==> config.mk <==
export PLATFORM = sky130hd
export DESIGN_NAME = mem_access_unit
export DESIGN_NICKNAME = d
export VERILOG_FILES = /design/src/rtl/mem_access_unit_pkg.sv /design/src/rtl/mem_access_unit_lane_align.sv /design/src/rtl/mem_access_unit.sv
export SDC_FILE = /design/constraint.sdc
export NUM_CORES = 1
export LEC_CHECK = 0
export CAP_MARGIN = 20
export CORE_MARGIN = 1.5
export CORE_UTILIZATION = 38
export DETAILED_ROUTE_END_ITERATION = 10
export PLACE_DENSITY = 0.75
export SLEW_MARGIN = 30
export SYNTH_ARGS = -nofsm -noshare
export SYNTH_HDL_FRONTEND = slang
export SYNTH_SLANG_ARGS = --single-unit
==> constraint.sdc <==
create_clock -name clk -period 1.95 [get_ports clk]
set_input_delay 0.195 -clock clk [delete_from_list [all_inputs] [get_ports clk]]
set_output_delay 0.195 -clock clk [all_outputs]
set_load 0.01 [all_outputs]
==> src/rtl/mem_access_unit_pkg.sv <==
// Shared encodings for the MEM-stage data-memory access unit: funct3 sizes,
// FSM states and legality helpers used by the unit and its lane aligner.
package mem_access_unit_pkg;

  localparam logic [2:0] F3_B  = 3'b000;
  localparam logic [2:0] F3_H  = 3'b001;
  localparam logic [2:0] F3_W  = 3'b010;
  localparam logic [2:0] F3_BU = 3'b100;
  localparam logic [2:0] F3_HU = 3'b101;

  localparam logic [3:0] BE_ALL = 4'b1111;

  typedef enum logic [1:0] {
    ST_IDLE = 2'd0,
    ST_WAIT = 2'd1,
    ST_DONE = 2'd2
  } state_e;

  // Unsigned sizes exist only for loads.
  function automatic logic f3_legal(input logic is_store, input logic [2:0] f3);
    logic ok;
    case (f3)
      F3_B, F3_H, F3_W: ok = 1'b1;
      F3_BU, F3_HU:     ok = !is_store;
      default:          ok = 1'b0;
    endcase
    return ok;
  endfunction

  function automatic logic f3_aligned(input logic [2:0] f3, input logic [1:0] a);
    logic ok;
    case (f3[1:0])
      2'b01:   ok = !a[0];
      2'b10:   ok = (a == 2'b00);
      default: ok = 1'b1;
    endcase
    return ok;
  endfunction

endpackage

==> src/rtl/mem_access_unit_lane_align.sv <==
// Combinational byte-lane logic: store byte enables / replicated write data,
// and load lane selection with sign or zero extension.
module mem_lane_align
  import mem_access_unit_pkg::*;
(
  input  logic [2:0]  f3,
  input  logic [1:0]  a,
  input  logic [31:0] wdata_in,
  input  logic [31:0] rdata,
  output logic [3:0]  st_be,
  output logic [31:0] st_wdata,
  output logic [31:0] ld_data
);

  logic [7:0]  byte_sel;
  logic [15:0] half_sel;

  always_comb begin
    st_be    = BE_ALL;
    st_wdata = wdata_in;
    case (f3[1:0])
      2'b00: begin
        st_be    = 4'b0001 << a;
        st_wdata = {4{wdata_in[7:0]}};
      end
      2'b01: begin
        st_be    = a[1] ? 4'b1100 : 4'b0011;
        st_wdata = {2{wdata_in[15:0]}};
      end
      default: ;
    endcase
  end

  always_comb begin
    byte_sel = rdata[{a, 3'b000} +: 8];
    half_sel = a[1] ? rdata[31:16] : rdata[15:0];
    case (f3)
      F3_B:    ld_data = {{24{byte_sel[7]}}, byte_sel};
      F3_BU:   ld_data = {24'd0, byte_sel};
      F3_H:    ld_data = {{16{half_sel[15]}}, half_sel};
      F3_HU:   ld_data = {16'd0, half_sel};
      default: ld_data = rdata;
    endcase
  end

endmodule

==> src/rtl/mem_access_unit.sv <==
// MEM-stage data-memory access unit: one req/ack bus transaction per
// EX/MEM instruction, stalling the pipeline until it completes or times out.
module mem_access_unit
  import mem_access_unit_pkg::*;
#(
  parameter int ADDR_W  = 8,
  parameter int TIMEOUT = 16
) (
  input  logic              clk,
  input  logic              reset,
  input  logic              ex_memread,
  input  logic              ex_memwrite,
  input  logic [2:0]        ex_f3,
  input  logic [31:0]       ex_addr,
  input  logic [31:0]       ex_wdata,
  output logic              dmem_req,
  output logic              dmem_we,
  output logic [ADDR_W-1:0] dmem_addr,
  output logic [3:0]        dmem_be,
  output logic [31:0]       dmem_wdata,
  input  logic [31:0]       dmem_rdata,
  input  logic              dmem_ack,
  output logic              stall,
  output logic [31:0]       load_data,
  output logic              load_valid,
  output logic              misalign,
  output logic              bus_err
);

  localparam int CNT_W = $clog2(TIMEOUT + 1);

  state_e            state_q, state_d;
  logic              req_q, req_d, we_q, we_d;
  logic [ADDR_W-1:0] addr_q, addr_d;
  logic [3:0]        be_q, be_d;
  logic [31:0]       wdata_q, wdata_d, ld_data_q, ld_data_d;
  logic              ld_valid_q, ld_valid_d, misalign_q, misalign_d, bus_err_q, bus_err_d;
  logic [CNT_W-1:0]  cnt_q, cnt_d;
  logic [2:0]        f3_q, f3_d;
  logic [1:0]        a_q, a_d;

  logic        access, legal, stall_c;
  logic [2:0]  lane_f3;
  logic [1:0]  lane_a;
  logic [3:0]  st_be;
  logic [31:0] st_wdata, ld_ext;
  logic        unused_addr_hi;

  assign unused_addr_hi = ^ex_addr[31:ADDR_W];

  assign access = ex_memread | ex_memwrite;
  assign legal  = f3_legal(ex_memwrite, ex_f3) && f3_aligned(ex_f3, ex_addr[1:0]);

  // IDLE shapes the outgoing store; WAIT extracts the returning load lane.
  assign lane_f3 = (state_q == ST_IDLE) ? ex_f3 : f3_q;
  assign lane_a  = (state_q == ST_IDLE) ? ex_addr[1:0] : a_q;

  mem_lane_align u_lane (
    .f3       (lane_f3),
    .a        (lane_a),
    .wdata_in (ex_wdata),
    .rdata    (dmem_rdata),
    .st_be    (st_be),
    .st_wdata (st_wdata),
    .ld_data  (ld_ext)
  );

  always_comb begin
    state_d    = state_q;
    req_d      = req_q;
    we_d       = we_q;
    addr_d     = addr_q;
    be_d       = be_q;
    wdata_d    = wdata_q;
    ld_data_d  = ld_data_q;
    ld_valid_d = ld_valid_q;
    misalign_d = 1'b0;
    bus_err_d  = 1'b0;
    cnt_d      = cnt_q;
    f3_d       = f3_q;
    a_d        = a_q;
    stall_c    = 1'b0;
    case (state_q)
      ST_IDLE: begin
        ld_valid_d = 1'b0;
        if (access && !legal) begin
          misalign_d = 1'b1;
        end else if (access) begin
          stall_c = 1'b1;
          req_d   = 1'b1;
          we_d    = ex_memwrite;
          addr_d  = {ex_addr[ADDR_W-1:2], 2'b00};
          be_d    = ex_memwrite ? st_be : BE_ALL;
          wdata_d = ex_memwrite ? st_wdata : 32'd0;
          f3_d    = ex_f3;
          a_d     = ex_addr[1:0];
          cnt_d   = '0;
          state_d = ST_WAIT;
        end
      end
      ST_WAIT: begin
        stall_c = 1'b1;
        cnt_d   = cnt_q + CNT_W'(1);
        if (dmem_ack) begin
          req_d   = 1'b0;
          state_d = ST_DONE;
          if (!we_q) begin
            ld_data_d  = ld_ext;
            ld_valid_d = 1'b1;
          end
        end else if (cnt_q == CNT_W'(TIMEOUT - 1)) begin
          req_d      = 1'b0;
          bus_err_d  = 1'b1;
          ld_data_d  = 32'd0;
          ld_valid_d = 1'b0;
          state_d    = ST_DONE;
        end
      end
      default: begin
        ld_valid_d = 1'b0;
        state_d    = ST_IDLE;
      end
    endcase
  end

  always_ff @(posedge clk) begin
    if (reset) begin
      state_q    <= ST_IDLE;
      req_q      <= 1'b0;
      we_q       <= 1'b0;
      addr_q     <= '0;
      be_q       <= 4'd0;
      wdata_q    <= 32'd0;
      ld_data_q  <= 32'd0;
      ld_valid_q <= 1'b0;
      misalign_q <= 1'b0;
      bus_err_q  <= 1'b0;
      cnt_q      <= '0;
      f3_q       <= 3'd0;
      a_q        <= 2'd0;
    end else begin
      state_q    <= state_d;
      req_q      <= req_d;
      we_q       <= we_d;
      addr_q     <= addr_d;
      be_q       <= be_d;
      wdata_q    <= wdata_d;
      ld_data_q  <= ld_data_d;
      ld_valid_q <= ld_valid_d;
      misalign_q <= misalign_d;
      bus_err_q  <= bus_err_d;
      cnt_q      <= cnt_d;
      f3_q       <= f3_d;
      a_q        <= a_d;
    end
  end

  assign stall      = stall_c & ~reset;
  assign dmem_req   = req_q;
  assign dmem_we    = we_q;
  assign dmem_addr  = addr_q;
  assign dmem_be    = be_q;
  assign dmem_wdata = wdata_q;
  assign load_data  = ld_data_q;
  assign load_valid = ld_valid_q;
  assign misalign   = misalign_q;
  assign bus_err    = bus_err_q;

endmodule

Word-level counts from Yosys, hierarchy flattened. Cells that the tools add are included.

Input bits: 104. Output and inout bits: 82. Register bits after elaboration: 91. Logic and storage cells: 95.

Reductions and logical operators: 23. Shift operators: 2. Equal/unequal tests: 16. Add/sub/neg operators: 1. Bitwise operators: 6. Muxes and demuxes: 34.

Operator list (number): $mux 32 (4); $pmux 32 s4 (1); $pmux 32 s2 (1); $shiftx 32x6->8 (1); $mux 16 (1); $eq 3x3->1 const B (4); $reduce_and 3->1 (4); $mux 1 (10); $mux 2 (5); $mux 5 (2); $pmux 5 s2 (1); $mux 4 (2); $pmux 1 s2 (4); $pmux 4 s2 (1); $eq 2x1->1 const B (3); $eq 3x1->1 const B (2); $logic_not 2->1 (3); $logic_not 3->1 (2); $ne 2x2->1 const B (3); $reduce_or 2->1 (3); $reduce_or 3->1 (2); $add 5x1->5 const B (1); $eq 5x4->1 const B (1); $not 1->1 (4); other kinds (13) (17).

Longest topological paths before layout.
Depth after elaboration: 9. Mapped depth: 11.

By module. From an unflattened synthesis, not the netlist that was laid out.

Cell total of the unflattened synthesis: 580. Area, all modules: 4976.0 µm².

Modules (own cells, without submodules): mem_access_unit (seq. area each 1821.7 µm², cells an instance 409, times used 1, area an instance 3704.8 µm²); mem_lane_align (seq. area each 0.0 µm², cells an instance 171, times used 1, area an instance 1271.2 µm²).

Least setup slack after synthesis. No wires, ideal clock.

Path kind: reg-to-reg. Start: register cnt_q[0]. End: register ld_data_q[7], in the netlist load_data[7]. Buffers on the path: 2. Arrival time: 1.936 ns. Path slack: -0.045 ns. Cell stages (with the launch flop): 11. Cell sequence: dfxtp_1 -> ha_1 -> and3_1 -> ha_1 -> nand2b_1 -> nand2b_1 -> nand2_1 -> and2_1 -> clkbuf_1 -> clkbuf_1 -> a22o_1.

Longest elaborated chain between the ends: 3.

Ends and longest elaborated chain: from (decl) (RTL line mem_access_unit.sv:38) `logic [CNT_W-1:0] cnt_q, cnt_d;`; from (signal assigned) (RTL line mem_access_unit.sv:152) `cnt_q <= cnt_d;`; $eq 5x4->1 (RTL line mem_access_unit.sv:111) `end else if (cnt_q == CNT_W'(TIMEOUT - 1)) begin`; $reduce_bool 2->1 (no source line); $reduce_and 3->1 (no source line); to (signal assigned) (RTL line mem_access_unit.sv:148) `ld_data_q <= ld_data_d;`; to (decl) (RTL line mem_access_unit.sv:36) `logic [31:0] wdata_q, wdata_d, ld_data_q, ld_data_d;`.

No other way between the ends. A chain may end at the register's enable or synchronous reset.

Final worst setup path.
Start: register state_q[1]. End: register ld_data_q[23], in the netlist load_data[23].

Longest elaborated chain between the ends: 6.

Ends and longest elaborated chain: from (decl) (RTL line mem_access_unit.sv:32) `state_e state_q, state_d;`; from (signal assigned) (RTL line mem_access_unit.sv:142) `state_q <= state_d;`; $logic_not 2->1 (RTL line mem_access_unit.sv:55, mem_access_unit.sv:56); $mux 2 or $mux 3 (tied branches) (RTL line mem_access_unit.sv:56, mem_access_unit.sv:55); $shiftx 32x6->8, or another cell as far along (RTL line mem_access_unit_lane_align.sv:35) `byte_sel = rdata[{a, 3'b000} +: 8];`; $pmux 32 s4 (RTL line mem_access_unit_lane_align.sv:37) `case (f3)`; $mux 32 (RTL line mem_access_unit.sv:107) `if (!we_q) begin`; $mux 32 (RTL line mem_access_unit.sv:104) `if (dmem_ack) begin`.

Parallel ways exist; a longest one is shown, timed or not. The select of a mux whose other input is x is not followed.

==> results.txt <==
Synth Flop Type -> dfxtp_1
final hold vios -> 0
most common cell after layout, fill and taps aside -> clkdlybuf4s50_1
P_int -> 3010 µW
EDFF count, synth -> 0
Period minus WS final -> 1.94 ns
Top Family by Delay on Critical Path -> compound AO/OA/AOI/OAI gates
Clock Power Share -> 0.279
GRT Residual Overflow -> 0
DRC -> 0
post-synthesis area per instance -> 8.67 µm²
Clock transition at path regs -> 0.09 ns
endpoints failing setup -> 0
cell-by-cell trace of the critical path -> nor2_8 > a21o_1 > mux2_4 > o2bb2ai_4 > a22oi_4 > clkbuf_16 > o21ai_2
Period Utilization, post-route -> 0.996
Achievable Freq -> 515 MHz
Fin Hold WS -> 0.285 ns
# hold bufs at CTS -> 0
TritonCTS clock tree -> yes
Ys Warns -> 0
Port Buffers -> 159
Cells after Synth -> 486
Die Y-Extent -> 108 µm
Antenna Cells -> 0
vias post-DR -> 4421
drt pass-1 iters -> 5
Logic pwr share -> 0.259
commonest non-fill, non-tap cells in the layout -> clkdlybuf4s50_1, nand2_1, dfxtp_1, buf_4
clk sinks -> 91
worst skew pair latency -> 0.36 ns
first-pass GRT wire length -> 21.6 mm
share of layout cells above drive strength 1 -> 0.189
final core occ -> 0.617
Critical Path RT -> 2.21 ns
die width -> 108 µm
Buf+Inv Stages, Crit Path -> 1
outcome -> completed
Post-DRT Antenna Nets -> 0
register area share after synthesis -> 0.432
Final Max Slew Viols -> 0
switching power -> 1280 µW
RSZ-0062 raised after global routing -> true
PD cells -> 643 mW/mm²
overall power -> 4300 µW
final weighted congestion in routability-driven placement -> 0.852
largest net degree at the start of global routing -> 35
sw frac -> 0.298
WL per Instance -> 16.9 µm
Hold Crit Class -> in -> reg
CP peak stage delay -> 0.40 ns
synthesized area -> 0.00421 mm²
sequential power share -> 0.463
synthesis-to-layout area growth -> 58.7%
Post-Route WL -> 14.0 mm
DIE AREA -> 0.0117 mm²
Critical Path End Type -> flip-flop
HPWL after DPL -> 10.4 mm
DRT iter0 DRCs -> 229
max capacitance violation total -> 0
I/O pins -> 186
GRT Overall Usage -> 0.236
Max clock buf depth -> 2
Std-Cell Rows -> 38
flops & latches, synth -> 91
Crit Path Category -> reg -> reg
Synth cell types -> 51
Synth async-reset ratio -> 0
maximum net fanout on the critical path -> 8
Post-Route Setup TNS -> 0 ns
initial core utilization -> 0.389
vias in the first global route -> 4223
htree depth -> 3
root buffer cell -> clkbuf_8
leakage -> 0.00262 µW
Max VDD drop -> 0.000368 V
Arr. time, crit path -> 2.20 ns
core area -> 0.0108 mm²
initial antenna violation count -> 0
Layout Skew -> 0.0115 ns
critical path's slowest cell -> dfxtp_4
Worst setup SP type -> flip-flop
total CTS buffers -> 9
Layout Nets -> 795
Vias/cell -> 5.31
[cell families (layout without fill, tap and decap cells)]
logic type      count (synthesis)  in the layout  synth area share
flops                          91             91             0.432
buf+inv                        41            246            0.0487
fa+ha+maj                       4              4            0.0119
simple gates                  175            175             0.177
mux                            30             30            0.0760
compound gates                144            144             0.253
other cells                     1              2          0.000890
[timing repair]
| item | 4_1_cts | 5_1_grt |
|---|---|---|
| cloned | 0 | 1 |
| endpoints found under the setup margin | 61 | 40 |
| setup buffers | 0 | 7 |
| gates resized for setup | 14 | 24 |
| pin swaps | 3 | 10 |
[stage by stage]
step / std cells / area (µm²) / setup WS, ns
final: 832 / 6690 / 0.00837
after global routing: 832 / 6690 / -0.0682
after CTS: 825 / 6510 / -0.00556
after detailed placement: 809 / 6300 / -0.464
after global placement: 809 / 6300 / -0.428
after floorplan: 487 / 4220 / 0.0170
[cell usage after synthesis (3+ instances only)]
master    instances  area share
buf_6             3      0.0080
o22ai_1           9       0.013
nand2_1         106       0.094
o21ai_2          10       0.021
a21oi_1          22       0.026
a222oi_1          7       0.017
o32ai_1           3      0.0062
buf_2             4      0.0048
nor3_1            8      0.0095
clkbuf_1         21       0.019
mux2i_1          26       0.062
and3_1            3      0.0045
a221oi_2          8       0.029
nor2b_1           4      0.0059
o21ai_1          37       0.044
ha_1              4       0.012
inv_1            10      0.0089
dfxtp_1          91        0.43
a22o_1           19       0.040
nor2_1           37       0.033
o21ai_0           6      0.0071
a31oi_1           8       0.012
nand2b_1          5      0.0074
[flip-flops by register name (all words and copies together), names as in the netlist, 2 cells and up]
name / cells
f3_q: 3
cnt_q: 5
state_q: 2
dmem_wdata: 32
load_data: 32
dmem_addr: 6
dmem_be: 4
a_q: 2
[worst paths after layout]
kind / from / endpoint / slack, ns / cells after the start
hold / removal: ex_memwrite / dmem_be[1]$_SDFFE_PP0P_ / 0.28 / 3
hold reg to reg: dmem_wdata[28]$_SDFFE_PP0P_ / dmem_wdata[28]$_SDFFE_PP0P_ / 0.45 / 2
setup / recovery: state_q[1]$_SDFFE_PP0P_ / load_data[23]$_SDFFE_PP0P_ / 0.008 / 7
setup reg to reg: state_q[1]$_SDFFE_PP0P_ / load_data[23]$_SDFFE_PP0P_ / 0.008 / 7
[power groups by stage]
stage,Sequential (µW),Combinational [µW],Clock [µW]
after floorplan,2050,453,0
after global placement,2030,1030,0
after detailed placement,2030,1040,0
after CTS,1990,1060,1220
after global routing,2000,1190,1310
final,1990,1110,1200
[routing by layer]
layer,routed length (µm),global-route usage
met5,0,0
met1,5910,0.295
met3,872,0.0368
met4,344,0.0874
met2,6900,0.410
[final cells by class]
type	instances	area (µm²)
fill	994	4160
sequential	91	1830
clock inverter	6	40.0
inverter	10	37.5
timing repair buffer	220	2140
multi-input combinational	355	2320
clock buffer	10	138
tap	140	175
[worst min-delay path, delay by kind of cell]
family	cells	cell delay [ns]
AO/OA/AOI/OAI	1	0.08
buffers and inverters	2	0.32
Power figures use the tool's default switching activity.
